File: config.mk
export PLATFORM = sky130hd
export DESIGN_NAME = sys_ctrl_cmd_decoder
export DESIGN_NICKNAME = d
export VERILOG_FILES = /design/src/rtl/sys_ctrl_cmd_decoder.sv
export SDC_FILE = /design/constraint.sdc
export NUM_CORES = 1
export LEC_CHECK = 0
export ABC_AREA = 1
export BUFFER_PORTS_ARGS = -buffer_cell sky130_fd_sc_hd__buf_2
export CORE_MARGIN = 2
export CORE_UTILIZATION = 49
export CTS_CLUSTER_DIAMETER = 100
export DETAILED_ROUTE_END_ITERATION = 6
export PLACE_DENSITY = 0.74
export SLEW_MARGIN = 20
export SYNTH_ARGS = -nofsm -noshare
export SYNTH_HDL_FRONTEND = slang
export SYNTH_SLANG_ARGS = --single-unit
File: constraint.sdc
create_clock -name CLK -period 3.1 [get_ports CLK]
set_clock_uncertainty 0.05 [all_clocks]
set_input_delay 0.93 -clock CLK [delete_from_list [all_inputs] [get_ports CLK]]
set_output_delay 0.93 -clock CLK [all_outputs]
set_load 0.02 [all_outputs]
File: src/rtl/sys_ctrl_cmd_decoder.sv
// Command-frame decoder: parses synchronized RX bytes into register writes/reads and ALU
// operations, and queues response bytes into the TX FIFO. All outputs registered.
module sys_ctrl_cmd_decoder #(
  parameter int DATA_W  = 8,
  parameter int ADDR_W  = 4,
  parameter int TIMEOUT = 15
) (
  input  logic                  CLK,
  input  logic                  RST,
  input  logic [DATA_W-1:0]     RX_P_DATA,
  input  logic                  RX_D_VLD,
  output logic [ADDR_W-1:0]     ADDR,
  output logic                  WR_EN,
  output logic [DATA_W-1:0]     WR_DATA,
  output logic                  RD_EN,
  input  logic [DATA_W-1:0]     RD_DATA,
  input  logic                  RD_DATA_VLD,
  output logic                  ALU_EN,
  output logic [3:0]            ALU_FUN,
  input  logic [2*DATA_W-1:0]   ALU_OUT,
  input  logic                  ALU_OUT_VLD,
  output logic                  CLK_GATE_EN,
  output logic [DATA_W-1:0]     TX_P_DATA,
  output logic                  TX_D_VLD,
  input  logic                  FIFO_FULL
);

  localparam int CNT_W = $clog2(TIMEOUT + 1);

  localparam logic [DATA_W-1:0] CMD_WR  = DATA_W'(8'hAA);
  localparam logic [DATA_W-1:0] CMD_RD  = DATA_W'(8'hBB);
  localparam logic [DATA_W-1:0] CMD_ALU = DATA_W'(8'hCC);
  localparam logic [DATA_W-1:0] CMD_FUN = DATA_W'(8'hDD);
  localparam logic [DATA_W-1:0] ERR_RSP = DATA_W'(8'hEE);

  typedef enum logic [3:0] {
    S_IDLE, S_WR_ADDR, S_WR_DATA, S_RD_ADDR, S_RD_WAIT, S_TX_RD, S_OPA, S_OPB,
    S_FUN, S_ALU_WAIT, S_TX_LO, S_TX_HI, S_TX_ERR
  } state_t;

  state_t                state_q;
  logic [ADDR_W-1:0]     addr_lat_q;
  logic [ADDR_W-1:0]     addr_q;
  logic                  wr_en_q;
  logic [DATA_W-1:0]     wr_data_q;
  logic                  rd_en_q;
  logic                  alu_en_q;
  logic [3:0]            alu_fun_q;
  logic                  gate_q;
  logic [DATA_W-1:0]     tx_data_q;
  logic                  tx_vld_q;
  logic [2*DATA_W-1:0]   res_q;
  logic [CNT_W-1:0]      cnt_q;

  always_ff @(posedge CLK) begin
    if (!RST) begin
      state_q    <= S_IDLE;
      addr_lat_q <= '0;
      addr_q     <= '0;
      wr_en_q    <= 1'b0;
      wr_data_q  <= '0;
      rd_en_q    <= 1'b0;
      alu_en_q   <= 1'b0;
      alu_fun_q  <= '0;
      gate_q     <= 1'b0;
      tx_data_q  <= '0;
      tx_vld_q   <= 1'b0;
      res_q      <= '0;
      cnt_q      <= '0;
    end else begin
      // Strobes are single-cycle unless re-asserted below.
      wr_en_q  <= 1'b0;
      rd_en_q  <= 1'b0;
      alu_en_q <= 1'b0;
      tx_vld_q <= 1'b0;
      case (state_q)
        S_IDLE: begin
          if (RX_D_VLD) begin
            if (RX_P_DATA == CMD_WR) begin
              state_q <= S_WR_ADDR;
            end else if (RX_P_DATA == CMD_RD) begin
              state_q <= S_RD_ADDR;
            end else if (RX_P_DATA == CMD_ALU) begin
              state_q <= S_OPA;
              gate_q  <= 1'b1;
            end else if (RX_P_DATA == CMD_FUN) begin
              state_q <= S_FUN;
              gate_q  <= 1'b1;
            end
          end
        end
        S_WR_ADDR: begin
          if (RX_D_VLD) begin
            addr_lat_q <= RX_P_DATA[ADDR_W-1:0];
            state_q    <= S_WR_DATA;
          end
        end
        S_WR_DATA: begin
          if (RX_D_VLD) begin
            wr_en_q   <= 1'b1;
            addr_q    <= addr_lat_q;
            wr_data_q <= RX_P_DATA;
            state_q   <= S_IDLE;
          end
        end
        S_RD_ADDR: begin
          if (RX_D_VLD) begin
            rd_en_q <= 1'b1;
            addr_q  <= RX_P_DATA[ADDR_W-1:0];
            cnt_q   <= '0;
            state_q <= S_RD_WAIT;
          end
        end
        S_RD_WAIT: begin
          // A valid arriving on the last counted cycle still beats the timeout.
          if (RD_DATA_VLD) begin
            res_q[DATA_W-1:0] <= RD_DATA;
            state_q           <= S_TX_RD;
          end else if (cnt_q == CNT_W'(TIMEOUT)) begin
            state_q <= S_TX_ERR;
          end else begin
            cnt_q <= cnt_q + CNT_W'(1);
          end
        end
        S_TX_RD: begin
          if (!FIFO_FULL) begin
            tx_vld_q  <= 1'b1;
            tx_data_q <= res_q[DATA_W-1:0];
            state_q   <= S_IDLE;
          end
        end
        S_OPA: begin
          if (RX_D_VLD) begin
            wr_en_q   <= 1'b1;
            addr_q    <= ADDR_W'(0);
            wr_data_q <= RX_P_DATA;
            state_q   <= S_OPB;
          end
        end
        S_OPB: begin
          if (RX_D_VLD) begin
            wr_en_q   <= 1'b1;
            addr_q    <= ADDR_W'(1);
            wr_data_q <= RX_P_DATA;
            state_q   <= S_FUN;
          end
        end
        S_FUN: begin
          if (RX_D_VLD) begin
            alu_en_q  <= 1'b1;
            alu_fun_q <= RX_P_DATA[3:0];
            cnt_q     <= '0;
            state_q   <= S_ALU_WAIT;
          end
        end
        S_ALU_WAIT: begin
          if (ALU_OUT_VLD) begin
            res_q   <= ALU_OUT;
            state_q <= S_TX_LO;
          end else if (cnt_q == CNT_W'(TIMEOUT)) begin
            state_q <= S_TX_ERR;
          end else begin
            cnt_q <= cnt_q + CNT_W'(1);
          end
        end
        S_TX_LO: begin
          if (!FIFO_FULL) begin
            tx_vld_q  <= 1'b1;
            tx_data_q <= res_q[DATA_W-1:0];
            state_q   <= S_TX_HI;
          end
        end
        S_TX_HI: begin
          if (!FIFO_FULL) begin
            tx_vld_q  <= 1'b1;
            tx_data_q <= res_q[2*DATA_W-1:DATA_W];
            gate_q    <= 1'b0;
            state_q   <= S_IDLE;
          end
        end
        S_TX_ERR: begin
          if (!FIFO_FULL) begin
            tx_vld_q  <= 1'b1;
            tx_data_q <= ERR_RSP;
            gate_q    <= 1'b0;
            state_q   <= S_IDLE;
          end
        end
        default: begin
          gate_q  <= 1'b0;
          state_q <= S_IDLE;
        end
      endcase
    end
  end

  assign ADDR        = addr_q;
  assign WR_EN       = wr_en_q;
  assign WR_DATA     = wr_data_q;
  assign RD_EN       = rd_en_q;
  assign ALU_EN      = alu_en_q;
  assign ALU_FUN     = alu_fun_q;
  assign CLK_GATE_EN = gate_q;
  assign TX_P_DATA   = tx_data_q;
  assign TX_D_VLD    = tx_vld_q;

endmodule
==> impl_results.md, run 1 <==
* Peak Freq at 498 MHz
* Sequential share of the synthesized area at 40.8%
* Multiplexer share of the synthesized area at 1.07%
* Post-synthesis cell type count at 32
* Area grow syn2layout at 19.4%
* Worst Setup Start Kind: register
* Worst Setup End Kind: register
* Setup TNS at 0 ps
* I/O pins at 67
* Final setup violating endpoints at 0
* RSZ-0062 raised after global routing: false
* Final slew viol count at 0
* Reg power frac at 34.0%
* Mapped Area at 0.00280 mm^2
* Die outline width at 79.6 um
* Pwr/cell area at 865 mW/mm^2
* Layout cells sized above 1 at 23.8%
* Switching share of power at 42.5%
* Vias at 2,788
* Site row count at 27
* Hpwl dp at 5.09 mm
* WHS Path Cells at 2
* Critical path peak fanout at 19
* Final-stage net count at 496
* Placement Setup Slack at 945 ps
* R2R setup slack at about 1100 ps
* Min-delay worst type: register to register
* Synth Area in Simple Gates at between 30% and 40%
* Net Sw Power at 1230 uW
* Critical Path RT at 3240 ps
* Fin crit share at 64.8%
* Final hold violation count at 0
* I/O Buffers at 66
* Adder-cell share of the synthesized area at 0.447%
* Clock share of power at 24.9%
* Initial antenna violation count at 0
* Most area-consuming cells after synthesis: dfxtp_1, nand2_1, nand3_1, o21ai_0, a21oi_1
* Slowest cell on crit path: dfxtp_1
* Post-route ant nets at 0
* End of the worst register-to-register path: cnt_q[2]
* Initial DRT Pass Iterations at 4
* Synthesis Warnings at 0
* Main combinational cell family by area after synthesis: simple AND/OR/NAND/NOR gates
* Starting Density at 50.8%
* Synth Instances at 394
* CTS Sinks at 57
* CTS max path bufs at 2
* Slew @ Worst Pin at ~640 ps
* Post-synth top area share at around 41%
* CTS Hold Bufs at 0
* Detailed-route wire length per cell at 13.0 um
* Vias per inst at 5.22
* Clock Pin Slew Worst Setup and Hold Paths at 60 ps
* Gr usage total at 23.1%
* Period minus WS final at 2010 ps
* Core ar. at ~0.0055 mm^2
* Largest net degree at the start of global routing at 38
* Critical Path Start: state_q[2]
* CTS root buffer: clkbuf_8
* Comb pwr share at 41.1%
* Worst reg2reg startpoint: state_q[2]
* Placed cell area at 0.00313 mm^2
* Total power at 2890 uW
* Fin worst setup slack at 1090 ps
* TritonCTS clock tree: yes
* Inserted Diodes at 0
* Die Height at 79.6 um
* Status: finished clean
* DRC at 0
* Post-CTS Setup Bufs at 0
* Net count after synthesis at 433
* CP Class: register to register
* Grt total ovfl at 0
* Critical Path Sink: cnt_q[2]
* Area leader, netlist: dfxtp_1
* Leakage at 0.00157 uW
* Finished Cell Area at 0.00334 mm^2
* First-pass GRT wire length at 11.4 mm
* Post-Syn Area per Cell at 7.10 um^2
* Internal cell power at 1660 uW
* Worst path cell trace: clkinv_2 -> nand2_2 -> nor2_4 -> nand2_4 -> nand2_4 -> a21oi_2 -> nand2_2 -> nand2_1 -> a21oi_1
* DRT iter0 DRCs at 176
* Most frequent cells in the layout: nand2_1, buf_2, dfxtp_1, nor2_1, nand3_1
* Post-cts resize count at 0
* GPL Wtd Cong at 0.864
* Max_slew headroom at 57.2%
* Post-Route WL at 6.95 mm
* Die area at between 0.006 and 0.007 mm^2
* Worst reg2reg path depth at 9
* H-tree Lvls at 3
* CP max stage delay at between 500 and 600 ps
* Clock latency on the worst-skew pair at 340 ps
* Max Cap Viol at 0
* Final core utilization at 60.7%
* Most common cell after layout, fill and taps aside: nand2_1
* Worst Path Arrival at 2150 ps
* FF+latch count, synth at 57
* Post-synthesis compound-gate area fraction at about 18%
* Max IR drop VDD at 0.503 mV
* TritonCTS Buffers at 9
* Post-Synth XOR/XNOR Area at less than 1%
* Vias in the first global route at 2,534
[per-stage QoR]
stage               hold slack (ps)  cells
global placement                385    518
floorplan                       374    394
global route                    429    534
finish                          396    534
detailed placement              386    518
CTS                             396    534
[layout make-up]
cell class	instances	area, um^2
repair buffers	67	338
well taps	72	90.1
flip-flops and latches	57	1140
fillers	525	2170
multi-input cells	292	1450
clock buffers	12	155
inverters	30	114
clock inverters	4	51.3
[power groups by stage]
stage	clock network [uW]	logic, uW	registers [uW]
after global placement	0	1170	995
after floorplan	0	933	1000
after CTS	730	1190	980
final	720	1190	981
after global routing	769	1350	998
after detailed placement	0	1180	995
[per-layer routing]
| layer | GRT usage, % | share of wire (%) |
|---|---|---|
| met2 | 38.0 | 48 |
| met1 | 28.2 | 45 |
| met3 | 5.20 | 5.6 |
| met5 | 0 | 0 |
| met4 | 11.6 | 1.5 |
[cell usage after synthesis, drive strengths merged]
cell and instances:
inv 29, mux2i 3, nor2 50, nand4 1
o211ai 1, ha 1, a31oi 19, or2 3
clkinv 1, xor2 1, nand2 100, a21oi 34
dfxtp 57, o21ai 38, buf 9, nor3 4
o221ai 1, nand3 35, xnor2 1, clkbuf 6
[sequential cells by signal (all words and copies together) (netlist names)]
signal       flops
CLK_GATE_EN      1
TX_P_DATA        8
TX_D_VLD         1
ALU_FUN          4
ALU_EN           1
WR_EN            1
state_q          4
res_q           16
RD_EN            1
cnt_q            4
ADDR             4
addr_lat_q       4
WR_DATA          8
[critical path: cells and delay by family (launching register included)]
| kind | cells | cell delay [ps] |
|---|---|---|
| and+or+nand+nor | 6 | 740 |
| AOI/OAI and AO/OA | 2 | 310 |
| DFF | 1 | 550 |
| buffers and inverters | 1 | 190 |
[how the worst min path moves through the flow]
| stage | start | end | slack [ps] |
|---|---|---|---|
| 3_3_place_gp | CLK_GATE_EN | CLK_GATE_EN | 390 |
| 5_1_grt | res_q[15] | res_q[15] | 430 |
| 2_1_floorplan | addr_lat_q[2] | addr_lat_q[2] | 370 |
| 6_report | addr_lat_q[3] | addr_lat_q[3] | 400 |
| 4_1_cts | addr_lat_q[3] | addr_lat_q[3] | 400 |
| 3_5_place_dp | addr_lat_q[3] | addr_lat_q[3] | 390 |
[kinds of logic after synthesis]
group	after synthesis
flops	57
compound gates	93
simple gates	193
fa+ha+maj	1
xor+xnor	2
buf+inv	45
mux	3
Power figures use the tool's default switching activity.
==> run 2: changes to the inputs <==
Clock period 3.1 ns to 2 ns, I/O delays scaled along.
==> impl_results.md, run 2 (synthesis results as in run 1) <==
* Detailed-route wire length per cell at about 13 um
* Site row count at 27
* Period minus WS final at 1800 ps
* Number of flip-flops under the largest register name at 16
* Clock Pin Slew Worst Setup and Hold Paths at about 70 ps
* Post-CTS Setup Bufs at 0
* Critical Path RT at 2140 ps
* TritonCTS Buffers at 9
* Max IR drop VDD at 0.747 mV
* Critical Path Start: state_q[2]
* WHS Path Cells at 2
* TritonCTS clock tree: yes
* Grt total ovfl at 0
* Gr usage total at 22.9%
* Sequential cell area at 0.00114 mm^2
* Largest net degree at the start of global routing at 23
* Starting Density at roughly half
* I/O pins at 67
* Hpwl dp at between 5 and 6 mm
* Peak Freq at 555 MHz
* Placed cell area at 0.00318 mm^2
* Die outline width at 79.6 um
* Setup TNS at 0 ps
* Worst Path Arrival at 1940 ps
* Fin crit share at 90.1%
* Critical path peak fanout at 7
* Post-route ant nets at 0
* Clock latency on the worst-skew pair at 330 ps
* Max Cap Viol at 0
* Status: finished clean
* Most used routing layer: met2
* Post-cts resize count at 0
* Layout cells sized above 1 at between 20% and 30%
* Die area at about 0.0063 mm^2
* Vias in the first global route at 2,505
* CTS Hold Bufs at 0
* Die Height at around 80 um
* Worst Setup End Kind: register
* GPL Wtd Cong at 0.872
* H-tree Lvls at 3
* Footprint of the multi-input gates at 0.00145 mm^2
* CP Class: register to register
* Final-stage net count at 502
* Largest reg by FF count: res_q
* Slew @ Worst Pin at 650 ps
* Inserted Diodes at 0
* CTS root buffer: clkbuf_8
* Post-Route WL at approximately 6.8 mm
* Final slew viol count at 0
* Hold wc startpoint: CLK_GATE_EN
* Min-delay worst type: register to register
* Vias at 2,793
* Leakage at 0.00160 uW
* Max_slew headroom at 56.6%
* R2R setup slack at about 200 ps
* Most common cell after layout, fill and taps aside: nand2_1
* I/O Buffers at 66
* End of the worst register-to-register path: cnt_q[3]
* Worst reg2reg path depth at 8
* GR Layer Usage met1 at between 30% and 40%
* Most frequent cells in the layout: nand2_1, buf_2, dfxtp_1, nor2_1, nand3_1
* M2 GR Usage at 37.0%
* Vias per inst at 5.17
* Worst reg2reg startpoint: state_q[2]
* Endpoint, Worst Hold: CLK_GATE_EN
* First-pass GRT wire length at about 11 mm
* Core ar. at 0.00551 mm^2
* Initial antenna violation count at 0
* Final hold violation count at 0
* Fillers at approximately 500
* CTS max path bufs at 2
* Initial DRT Pass Iterations at 4
* Area grow syn2layout at 20.3%
* DRC at 0
* Met3 usage at 4.52%
* Final setup violating endpoints at 0
* CTS Sinks at 57
* Pwr/cell area at 1320 mW/mm^2
* DRT iter0 DRCs at 157
* Finished Cell Area at 0.00337 mm^2
* Worst Setup Start Kind: register
* RSZ-0062 raised after global routing: false
==> run 2: how the worst max path moves through the flow <==
stage	to	slack, ps	cells past startpoint
after floorplan	state_q[0]	460	9
after global placement	state_q[0]	230	10
after detailed placement	state_q[2]	170	11
after CTS	cnt_q[0]	210	8
after global routing	state_q[2]	70	9
final	cnt_q[3]	200	8
==> run 2: where the power goes <==
part / internal, uW / switching, uW
logic: 630 / 1260
clock network: 568 / 458
registers: 1340 / 176
==> run 2: final cells by class <==
class / count / area share (%)
Clock buffer: 10 / 3.79
Timing Repair Buffer: 73 / 11.4
Sequential cell: 57 / 33.9
Multi-Input combinational cell: 292 / 43.1
Clock inverter: 6 / 1.75
Inverter: 30 / 3.38
Tap cell: 72 / 2.68
==> run 2: layer usage <==
metal / routed length (um) / part of all wire (%)
met2: 3160 / 47
met4: 103 / 1.5
met1: 3150 / 46
met5: 0 / 0
met3: 378 / 5.6
==> run 2: metrics by stage <==
step                setup WS, ps  std cells  total power, uW  hold WS (ps)  utilization, %
floorplan                    463        394             3000           374               -
detailed placement           173        524             3410           393            57.7
finish                       197        540             4430           398            61.1
CTS                          215        540             4430           402            61.1
global route                70.8        540             4780           429            61.1
global placement             235        524             3390           385            57.7
==> run 2: critical path, stage by stage (launching register included) <==
cell     delay [ps]
dfxtp_1         480
buf_4           190
nor2_2           60
nand2_2         160
nand2_1         160
a21oi_2         310
nand2_2         130
nand2_1          70
a21oi_1          50
==> run 3: changes to the inputs <==
Settings changed: ABC_AREA 1 to 0, CELL_PAD_IN_SITES_DETAIL_PLACEMENT from default to 1, CELL_PAD_IN_SITES_GLOBAL_PLACEMENT from default to 1, CORE_UTILIZATION 49 to 39, PLACE_DENSITY 0.74 to default, PLACE_DENSITY_LB_ADDON from default to 0.1, SETUP_SLACK_MARGIN from default to 0.5.
==> impl_results.md, run 3 <==
* GPL Wtd Cong at 0.876
* Largest net degree at the start of global routing at 25
* Initial antenna violation count at 0
* RSZ-0062 raised after global routing: true
* Most area-consuming cells after synthesis: dfxtp_1, mux2i_1, nor2_1, a21oi_1, a211oi_1
* Vias in the first global route at a little over 3,000
* Most common cell after layout, fill and taps aside: buf_4
* Final cell count without fillers at between 500 and 600
* Max_slew headroom at 63.9%
* Number of flip-flops under the largest register name at 16
* Synth Instances at 320
* I/O Buffers at 66
* DRT iter0 DRCs at roughly 160
* Fin crit share at 99.5%
* Gr usage total at 26.6%
* Top post-synthesis cells by count: dfxtp_1, nor2_1, mux2i_1, a21oi_1, nand2_1
* H-tree Lvls at 3
* Core ar. at 0.00687 mm^2
* DRC at 0
* Number of synthesized flops with an enable pin at 0
* CP Class: primary input to register
* Pwr/cell area at 531 mW/mm^2
* Status: finished clean
* TritonCTS Buffers at 9
* CTS max path bufs at 2
* Area leader, netlist: dfxtp_1
* CTS Hold Bufs at 0
* Placed cell count at 497
* Critical path peak fanout at 7
* Critical Path RT at 2210 ps
* Max IR drop VDD at 0.400 mV
* I/O pins at 67
* Sequential share of the synthesized area at 40.8%
* Clock Pin Slew Worst Setup and Hold Paths at 60 ps
* Hpwl dp at 6.03 mm
* Most frequent cells in the layout: buf_4, nor2_1, buf_2, dfxtp_1, buf_6
* Worst Setup End Kind: register
* CTS Sinks at 57
* Most frequent cell after synthesis: dfxtp_1
* Initial DRT Pass Iterations at 4
* First-pass GRT wire length at ~16 mm
* Peak Freq at slightly above 500 MHz
* Max Cap Viol at 0
* Worst Path Arrival at around 2200 ps
* Inserted Diodes at 0
* Final setup violating endpoints at 0
* Grt total ovfl at 0
* R2R setup slack at 60 ps
* Fraction of registers with async set/reset at 0%
* Leakage at approximately 0.0019 uW
* Net count after synthesis at 359
* Total power at 2490 uW
* Final hold violation count at 0
* Final core utilization at 68.4%
* Finished Cell Area at 0.00470 mm^2
* Vias at 3,171
* Post-synthesis cell type count at 50
* Placed cell area at 0.00345 mm^2
* Clock latency on the worst-skew pair at roughly 350 ps
* Worst Setup Start Kind: primary input
* Min-delay worst type: register to register
* Slew @ Worst Pin at 538 ps
* Post-Syn Area per Cell at about 8.7 um^2
* Die outline width at 88.7 um
* Post-synth top area share at 40.8%
* Starting Density at slightly above 40%
* Area grow syn2layout at 68.0%
* Vias per inst at 5.78
* Synthesis Warnings at 0
* Die area at approximately 0.008 mm^2
* Post-Route WL at 12.7 mm
* Final slew viol count at 0
* Mapped Area at 0.00280 mm^2
* Largest reg by FF count: res_q
* Post-route ant nets at 0
* Layout cells sized above 1 at approximately three fifths
* Primary FF master, synth: dfxtp_1
* Final-stage net count at just under 500
* Die Height at 88.7 um
* Period minus WS final at 1990 ps
* CTS root buffer: clkbuf_8
* FF+latch count, synth at 57
* TritonCTS clock tree: yes
* Detailed-route wire length per cell at 23.2 um
* Site row count at 30
==> run 3: cell count changes in the layout (fill, tap and decap cells not counted), sizes merged, moves of 7 or more <==
cell / delta
a211oi: +16
a21oi: -8
a31oi: -12
buf: +63
inv: -24
mux2i: +28
nand2: -78
nand3: -18
nor2: -7
nor2b: +10
o21ai: -26
==> run 3: repair_timing <==
item / in CTS / in global routing
gates cloned: 3 / 1
setup buffers: 21 / 11
gates resized for setup: 74 / 124
pin swaps: 19 / 34
endpoints found under the setup margin: 63 / 81
==> run 3: final cells by class <==
type                            count  area (um^2)
Sequential cell                    57         1180
Fill cell                         760         2170
Timing Repair Buffer              137         1180
Clock inverter                      2         35.0
Inverter                            6         26.3
Tap cell                           96          120
Multi-Input combinational cell    237         1990
Clock buffer                       14          173
==> run 3: per-stage QoR <==
step	worst slack, ps	hold slack (ps)	setup TNS (ps)
finish	10.6	428	0
global route	-56.0	434	-84.4
CTS	174	421	0
detailed placement	-183	403	-639
global placement	-85.2	401	-219
floorplan	110	386	0
==> run 3: power breakdown <==
part	internal, uW	switching, uW
sequential	1130	0.670
combinational	84.3	106
clock	677	493
total	1890	600
==> run 3: path summary, 6_finish.rpt <==
check,from,endpoint,depth (start not counted)
setup / recovery,RX_P_DATA[1],state_q[1],6
hold / removal,res_q[14],res_q[14],2
setup reg to reg,state_q[2],state_q[1],5
hold reg to reg,res_q[14],res_q[14],2
==> run 3: metal layers <==
metal	share of wire (%)	routed length, um	global-route usage [%]
met5	0	0	0
met4	3.4	431	8.13
met1	42	5300	33.5
met3	4.4	555	6.06
met2	51	6450	45.3
==> run 3: cells by family (layout without fill, tap and decap cells) <==
| group | Yosys count | count (layout) | synth area share [%] |
|---|---|---|---|
| buf+inv | 26 | 159 | 4.47 |
| simple gates | 123 | 123 | 22.8 |
| xor+xnor | 4 | 4 | 1.25 |
| flops | 57 | 57 | 40.8 |
| compound gates | 78 | 78 | 19.1 |
| mux | 31 | 31 | 11.1 |
| fa+ha+maj | 1 | 1 | 0.447 |
==> run 3: worst max-delay path, stage by stage <==
cell	delay, ps
buf_8	100
and4bb_2	320
o211ai_1	230
a221oi_4	550
o21ai_1	170
a21oi_1	220
